$ cat config.mk
export PLATFORM = sky130hd
export DESIGN_NAME = alu_decoder_md
export DESIGN_NICKNAME = d
export VERILOG_FILES = /design/src/rtl/alu_decoder_md.sv
export SDC_FILE = /design/constraint.sdc
export NUM_CORES = 1
export LEC_CHECK = 0
export BUFFER_PORTS_ARGS = -buffer_cell sky130_fd_sc_hd__buf_2
export CORE_MARGIN = 3
export CORE_UTILIZATION = 55
export CTS_CLUSTER_DIAMETER = 100
export CTS_CLUSTER_SIZE = 10
export DETAILED_ROUTE_END_ITERATION = 12
export GPL_TIMING_DRIVEN = 0
export PLACE_DENSITY_LB_ADDON = 0.08
export SKIP_LAST_GASP = 1
export SLEW_MARGIN = 20
export SYNTH_ARGS = -nofsm -noshare
export SYNTH_HDL_FRONTEND = slang
export SYNTH_SLANG_ARGS = --single-unit
$ cat constraint.sdc
create_clock -name clk -period 7.1 [get_ports clk]
set_clock_uncertainty 0.1 [all_clocks]
set_input_delay 1.42 -clock clk [delete_from_list [all_inputs] [get_ports clk]]
set_output_delay 1.42 -clock clk [all_outputs]
set_load 0.03 [all_outputs]
$ cat src/rtl/alu_decoder_md.sv
// rtl/alu_decoder_md.sv - MIPS ALU decoder with iterative multiply/divide unit and HI/LO registers
module alu_decoder_md #(
    parameter  int WIDTH = 32,
    localparam int CNT_W = $clog2(WIDTH + 1)
) (
    input  logic             clk,
    input  logic             rst_n,
    input  logic             en,
    input  logic [1:0]       ALUOp,
    input  logic [5:0]       funct,
    input  logic [WIDTH-1:0] srca,
    input  logic [WIDTH-1:0] srcb,
    output logic [3:0]       ALUControl,
    output logic             md_sel,
    output logic [WIDTH-1:0] md_result,
    output logic [WIDTH-1:0] hi,
    output logic [WIDTH-1:0] lo,
    output logic             stall,
    output logic             illegal
);

    typedef enum logic [1:0] {IDLE, BUSY, DONE} state_t;

    state_t             state, state_next;
    logic [CNT_W-1:0]   cnt;
    logic [WIDTH-1:0]   acc_hi, acc_lo, dvs;
    logic               op_div, op_sgn, neg_a, neg_b, dz;

    logic               md_op, is_mfhi, is_mflo, is_mthi, is_mtlo;

    always_comb begin
        ALUControl = 4'b0010;
        illegal    = 1'b0;
        case (ALUOp)
            2'b00: ALUControl = 4'b0010;
            2'b01: ALUControl = 4'b0110;
            2'b11: ALUControl = 4'b0001;
            default: begin
                case (funct)
                    6'b100000, 6'b100001: ALUControl = 4'b0010;
                    6'b100010, 6'b100011: ALUControl = 4'b0110;
                    6'b100100: ALUControl = 4'b0000;
                    6'b100101: ALUControl = 4'b0001;
                    6'b100110: ALUControl = 4'b0011;
                    6'b100111: ALUControl = 4'b1100;
                    6'b101010: ALUControl = 4'b0111;
                    6'b101011: ALUControl = 4'b1111;
                    6'b000000: ALUControl = 4'b1000;
                    6'b000010: ALUControl = 4'b1001;
                    6'b000011: ALUControl = 4'b1010;
                    6'b011000, 6'b011001, 6'b011010, 6'b011011,
                    6'b010000, 6'b010001, 6'b010010, 6'b010011:
                        ALUControl = 4'b0010;
                    default: illegal = 1'b1;
                endcase
            end
        endcase
    end

    assign md_op   = (ALUOp == 2'b10) && (funct[5:2] == 4'b0110);
    assign is_mfhi = (ALUOp == 2'b10) && (funct == 6'b010000);
    assign is_mflo = (ALUOp == 2'b10) && (funct == 6'b010010);
    assign is_mthi = (ALUOp == 2'b10) && (funct == 6'b010001);
    assign is_mtlo = (ALUOp == 2'b10) && (funct == 6'b010011);

    assign md_sel    = is_mfhi | is_mflo;
    assign md_result = is_mfhi ? hi : (is_mflo ? lo : '0);
    assign stall     = rst_n & (((state == IDLE) & en & md_op) | (state == BUSY));

    // One iteration: multiply shifts the product right, divide shifts the quotient left.
    logic [WIDTH:0]     add_sum, shifted, diff;
    logic [WIDTH-1:0]   step_hi, step_lo;
    logic [2*WIDTH-1:0] prod;
    logic [WIDTH-1:0]   fin_hi, fin_lo;
    logic               sign_diff;

    always_comb begin
        add_sum   = {1'b0, acc_hi} + (acc_lo[0] ? {1'b0, dvs} : '0);
        shifted   = {acc_hi, acc_lo[WIDTH-1]};
        diff      = shifted - {1'b0, dvs};
        sign_diff = op_sgn & (neg_a ^ neg_b);
        if (op_div) begin
            step_hi = diff[WIDTH] ? shifted[WIDTH-1:0] : diff[WIDTH-1:0];
            step_lo = {acc_lo[WIDTH-2:0], ~diff[WIDTH]};
        end else begin
            step_hi = add_sum[WIDTH:1];
            step_lo = {add_sum[0], acc_lo[WIDTH-1:1]};
        end
        prod = {step_hi, step_lo};
        if (sign_diff)
            prod = -prod;
        if (op_div) begin
            // Zero divisor leaves |srca| as remainder; restoring its sign yields srca.
            fin_lo = dz ? '1 : (sign_diff ? -step_lo : step_lo);
            fin_hi = (op_sgn & neg_a) ? -step_hi : step_hi;
        end else begin
            fin_hi = prod[2*WIDTH-1:WIDTH];
            fin_lo = prod[WIDTH-1:0];
        end
    end

    always_comb begin
        state_next = state;
        case (state)
            IDLE:    if (en && md_op) state_next = BUSY;
            BUSY:    if (cnt == CNT_W'(1)) state_next = DONE;
            default: state_next = IDLE;
        endcase
    end

    always_ff @(posedge clk) begin
        if (!rst_n)
            state <= IDLE;
        else
            state <= state_next;
    end

    always_ff @(posedge clk) begin
        if (!rst_n) begin
            cnt    <= '0;
            hi     <= '0;
            lo     <= '0;
            acc_hi <= '0;
            acc_lo <= '0;
            dvs    <= '0;
            op_div <= 1'b0;
            op_sgn <= 1'b0;
            neg_a  <= 1'b0;
            neg_b  <= 1'b0;
            dz     <= 1'b0;
        end else begin
            case (state)
                IDLE: begin
                    if (en && md_op) begin
                        op_div <= funct[1];
                        op_sgn <= ~funct[0];
                        neg_a  <= ~funct[0] & srca[WIDTH-1];
                        neg_b  <= ~funct[0] & srcb[WIDTH-1];
                        dz     <= (srcb == '0);
                        acc_hi <= '0;
                        acc_lo <= (~funct[0] & srca[WIDTH-1]) ? -srca : srca;
                        dvs    <= (~funct[0] & srcb[WIDTH-1]) ? -srcb : srcb;
                        cnt    <= CNT_W'(WIDTH);
                    end else if (en && is_mthi) begin
                        hi <= srca;
                    end else if (en && is_mtlo) begin
                        lo <= srca;
                    end
                end
                BUSY: begin
                    acc_hi <= step_hi;
                    acc_lo <= step_lo;
                    cnt    <= cnt - CNT_W'(1);
                    if (cnt == CNT_W'(1)) begin
                        hi <= fin_hi;
                        lo <= fin_lo;
                    end
                end
                default: ;
            endcase
        end
    end

endmodule

==> metrics.txt <==
# TYPE chip_impl_metric gauge
chip_impl_info{name="cts_tree",value="yes"} 1
chip_impl_metric{name="worstMarginPinSlew",unit="ns"} 1.17
chip_impl_metric{name="setup_viol",unit=""} 0
chip_impl_metric{name="vdd_drop_max",unit="µV"} 142
chip_impl_info{name="regToRegStartpoint",value="acc_lo[31]$_SDFFE_PN0P_"} 1
chip_impl_metric{name="ys_seq_elements",unit=""} 173
chip_impl_metric{name="die_h",unit="µm"} 174
chip_impl_info{name="cp_slowest_cell",value="sky130_fd_sc_hd__nor3_1"} 1
chip_impl_metric{name="portBuffers",unit=""} 176
chip_impl_metric{name="post-route-worst-setup-slack",unit="ns"} 0.305
chip_impl_metric{name="shortest_period_the_worst_path_allows",unit="ns"} 6.80
chip_impl_metric{name="cts.repair_timing.setup_buffer_count",unit=""} 0
chip_impl_metric{name="max_clock_freq",unit="GHz"} 0.147
chip_impl_metric{name="routed-via-count",unit=""} 18600
chip_impl_metric{name="cts_resized",unit=""} 1
chip_impl_metric{name="final_core_util",unit="%"} 63.9
chip_impl_metric{name="post_route_cells_drive_above_1_share",unit="%"} 11.4
chip_impl_metric{name="synth-seq-area-share",unit="%"} 22.4
chip_impl_info{name="worst-setup-path-type",value="reg2reg"} 1
chip_impl_metric{name="p_clk_share",unit="%"} 42.8
chip_impl_metric{name="slew_headroom",unit="%"} 22.0
chip_impl_metric{name="post_synth_instance_area",unit="mm²"} 0.0155
chip_impl_metric{name="detail_route.first_pass.iterations",unit=""} 7
chip_impl_metric{name="cts.reportedPaths.clkPinSlew",unit="ns"} 0.08
chip_impl_metric{name="ys_async_sr_fraction",unit="%"} 0
chip_impl_info{name="synth.area.top_cells",value="sky130_fd_sc_hd__dfxtp_1 22%, sky130_fd_sc_hd__a21oi_1 6.1%, sky130_fd_sc_hd__nor2_1 6.0%"} 1
chip_impl_metric{name="maxCapViolCount",unit=""} 0
chip_impl_info{name="clockRootBuffer",value="sky130_fd_sc_hd__clkbuf_16"} 1
chip_impl_metric{name="worst-path-max-fanout",unit=""} 10
chip_impl_metric{name="dr.first_iter.drc_count",unit=""} 2890
chip_impl_metric{name="floorplan.initialDensity",unit="%"} 56.6
chip_impl_metric{name="grt_max_degree",unit=""} 20
chip_impl_metric{name="antenna_violations_before_repair",unit=""} 3
chip_impl_metric{name="power.switching_fraction",unit="%"} 30.7
chip_impl_metric{name="grt_pass1_vias",unit=""} 16500
chip_impl_metric{name="synth.top_cell.area_share",unit="%"} 22.4
chip_impl_metric{name="pwr_density_cell",unit="mW/mm²"} 136
chip_impl_metric{name="total_switching_power",unit="mW"} 0.728
chip_impl_info{name="grt_setup_unrepaired",value="false"} 1
chip_impl_metric{name="fin_crit_sh",unit="%"} 95.7
chip_impl_metric{name="nFillCells",unit=""} 2600
chip_impl_metric{name="insertion_delay",unit="ns"} 0.46
chip_impl_metric{name="wl_final",unit="µm"} 68100
chip_impl_info{name="crit_path_start_kind",value="flop"} 1
chip_impl_metric{name="finalHoldViolCount",unit=""} 0
chip_impl_metric{name="gr-usage-all-layers",unit="%"} 42.9
chip_impl_metric{name="io_pins",unit=""} 178
chip_impl_metric{name="finalMaxSlewViolations",unit=""} 0
chip_impl_metric{name="drc",unit=""} 0
chip_impl_metric{name="syn_to_final_growth",unit="%"} 12.8
chip_impl_info{name="critical-path-top-delay-family",value="simple AND/OR/NAND/NOR gates"} 1
chip_impl_info{name="hold_class",value="reg2reg"} 1
chip_impl_info{name="worst_hold_startpoint",value="neg_b$_SDFFE_PN0P_"} 1
chip_impl_metric{name="gpl.final_weighted_congestion",unit=""} 1.13
chip_impl_metric{name="die-area",unit="mm²"} 0.0302
chip_impl_metric{name="crit_buf_inv",unit=""} 3
chip_impl_metric{name="drtAntennaViolNets",unit=""} 0
chip_impl_metric{name="yosysWarnings",unit=""} 0
chip_impl_metric{name="cts_num_sinks",unit=""} 173
chip_impl_metric{name="grt_remaining_overflow",unit=""} 0
chip_impl_metric{name="syn_area_per_cell",unit="µm²"} 7.15
chip_impl_info{name="setup.worst_path.end_class",value="flop"} 1
chip_impl_metric{name="hold-worst-slack",unit="ns"} 0.375
chip_impl_metric{name="netlist-cell-type-count",unit=""} 85
chip_impl_metric{name="rows",unit=""} 60
chip_impl_info{name="post-synth-top-area-cell",value="sky130_fd_sc_hd__dfxtp_1"} 1
chip_impl_metric{name="ctsHtreeMaxLevel",unit=""} 4
chip_impl_metric{name="global_route_wire_length_before_repair",unit="µm"} 100000
chip_impl_metric{name="power.sequential.fraction",unit="%"} 41.3
chip_impl_metric{name="post_cts_hold_buffer_count",unit=""} 0
chip_impl_metric{name="number_of_buffers_created_by_cts",unit=""} 17
chip_impl_metric{name="num-nets-final",unit=""} 2508
chip_impl_metric{name="routedWlPerCell",unit="µm"} 24.8
chip_impl_info{name="crit_start",value="acc_lo[31]$_SDFFE_PN0P_"} 1
chip_impl_metric{name="core",unit="mm²"} 0.0273
chip_impl_metric{name="clockBufferDepth",unit=""} 2
chip_impl_metric{name="synth_nets",unit=""} 2313
chip_impl_info{name="postSynth.topFlopCell",value="sky130_fd_sc_hd__dfxtp_1"} 1
chip_impl_metric{name="crit_required",unit="ns"} 7.36
chip_impl_metric{name="critPathArrivalTime",unit="ns"} 7.05
chip_impl_metric{name="totalNegativeSetupSlack",unit="ns"} 0
chip_impl_metric{name="synth_cells",unit=""} 2166
chip_impl_metric{name="fp.dieW",unit="µm"} 174
chip_impl_metric{name="delay_contributed_by_the_slowest_stage_of_the_critical_path",unit="ns"} 0.91
chip_impl_metric{name="synth_edf_count",unit=""} 0
chip_impl_metric{name="gate_power_share",unit="%"} 15.9
chip_impl_metric{name="p_int",unit="mW"} 1.64
chip_impl_info{name="crit_path_cell_trace",value="inv_1 -> ha_1 -> inv_1 -> fa_1 -> a211oi_2 -> o211ai_2 -> and4_4 -> o2111ai_2 -> a21boi_1 -> buf_2 -> nor3_1 -> a21oi_1 -> ha_1 -> o21ai_0 -> or2_2 -> nor3_1 -> and2_1 -> nand3_1 -> nor2_1 -> nor2_1 -> o31ai_1 -> xnor2_1 -> o211ai_1 -> o211a_1"} 1
chip_impl_metric{name="routed_via_density",unit=""} 6.76
chip_impl_info{name="status",value="complete, no violations"} 1
chip_impl_metric{name="dp_slack",unit="ns"} -0.634
chip_impl_metric{name="p_leak",unit="nW"} 6.96
chip_impl_metric{name="hpwl",unit="µm"} 54900
## synthesized netlist by cell type (12+ instances only)
library cell,instances
sky130_fd_sc_hd__nor2_1,246
sky130_fd_sc_hd__nor3_1,48
sky130_fd_sc_hd__nand4_1,19
sky130_fd_sc_hd__o22ai_1,14
sky130_fd_sc_hd__a311oi_1,13
sky130_fd_sc_hd__o21ai_0,183
sky130_fd_sc_hd__clkbuf_1,110
sky130_fd_sc_hd__a22o_1,16
sky130_fd_sc_hd__nand2_1,227
sky130_fd_sc_hd__a31oi_1,69
sky130_fd_sc_hd__and3_1,14
sky130_fd_sc_hd__ha_1,70
sky130_fd_sc_hd__nor4_1,26
sky130_fd_sc_hd__a211oi_1,49
sky130_fd_sc_hd__a21oi_1,189
sky130_fd_sc_hd__inv_1,64
sky130_fd_sc_hd__nor2b_1,18
sky130_fd_sc_hd__nand3_1,52
sky130_fd_sc_hd__or3_1,29
sky130_fd_sc_hd__o21a_1,16
sky130_fd_sc_hd__a21o_1,18
sky130_fd_sc_hd__a21boi_0,12
sky130_fd_sc_hd__and2_1,43
sky130_fd_sc_hd__o211ai_1,18
sky130_fd_sc_hd__dfxtp_1,173
sky130_fd_sc_hd__xor2_1,59
sky130_fd_sc_hd__or2_2,12
sky130_fd_sc_hd__xnor2_1,89
sky130_fd_sc_hd__mux2i_1,77
## layer usage
layer / global-route usage (%) / part of all wire (%)
met1: 59.0 / 39
met2: 61.3 / 40
met3: 15.9 / 16
met4: 15.3 / 4.0
met5: 0 / 0.051
## final timing paths
path                                       endpoint  slack [ns]  cells after the start
worst max-delay path            hi[14]$_SDFFE_PN0P_        0.30                     24
worst min-delay path             neg_b$_SDFFE_PN0P_        0.38                      2
worst max register to register  hi[14]$_SDFFE_PN0P_        0.30                     24
worst min register to register   neg_b$_SDFFE_PN0P_        0.38                      2
## metrics by stage
| step | cell area, µm² | total power [mW] | instances |
|---|---|---|---|
| floorplan | 15500 | 1.21 | 2166 |
| global placement | 16800 | 1.35 | 2714 |
| detailed placement | 16800 | 1.36 | 2714 |
| CTS | 17400 | 2.33 | 2745 |
| global route | 17500 | 2.41 | 2747 |
| finish | 17500 | 2.37 | 2749 |
## sequential cells by signal, indices dropped and copies added, names as in the netlist
signal	flops
acc_hi	32
acc_lo	32
dvs	32
hi	32
lo	32
cnt	6
state	2
dz	1
neg_a	1
neg_b	1
op_div	1
op_sgn	1
## final cells by class
cell class / instances / area [µm²] / share of cell area, %
clock inverter: 12 / 153 / 0.874
clock buffer: 20 / 457 / 2.61
inverter: 65 / 244 / 1.40
buffer: 133 / 534 / 3.06
timing repair buffer: 177 / 886 / 5.07
multi-input combinational: 1794 / 11300 / 64.4
sequential: 173 / 3460 / 19.8
antenna: 3 / 7.51 / 0.0430
tap: 372 / 465 / 2.66
## power by group through the flow
stage          logic, mW  clock network [mW]  registers (mW)
4_1_cts            0.358               0.999           0.978
3_5_place_dp       0.356                   0            1.00
2_1_floorplan      0.214                   0            1.00
3_3_place_gp       0.351                   0            1.00
5_1_grt            0.396                1.03           0.979
6_report           0.377                1.01           0.979
## kinds of logic after synthesis
family / synth area share (%)
flip-flops: 22.4
AO/OA/AOI/OAI: 28.8
buffers and inverters: 5.04
AND/OR/NAND/NOR: 24.2
adder cells (fa/ha/maj): 5.92
XOR/XNOR: 8.37
multiplexers: 5.34
## layout by cell type, fill, tap and decap left out, drive strengths merged, types with 43 or more instances in the layout
cell | synthesis | routed
xor2 | 59 | 59
nor3 | 48 | 48
nand2 | 227 | 227
o21ai | 187 | 187
nor2 | 246 | 246
a211oi | 50 | 50
and2 | 43 | 43
ha | 70 | 70
dfxtp | 173 | 173
buf | 24 | 200
mux2i | 77 | 77
a21oi | 191 | 191
xnor2 | 89 | 89
inv | 64 | 69
nand3 | 52 | 52
clkbuf | 110 | 130
a31oi | 69 | 69
## tightest hold or removal path: cells and delay by family, from the launching register on
family / cells / cell delay [ns]
flops: 1 / 0.32
simple gates: 1 / 0.05
compound gates: 1 / 0.05
Power figures use the tool's default switching activity.
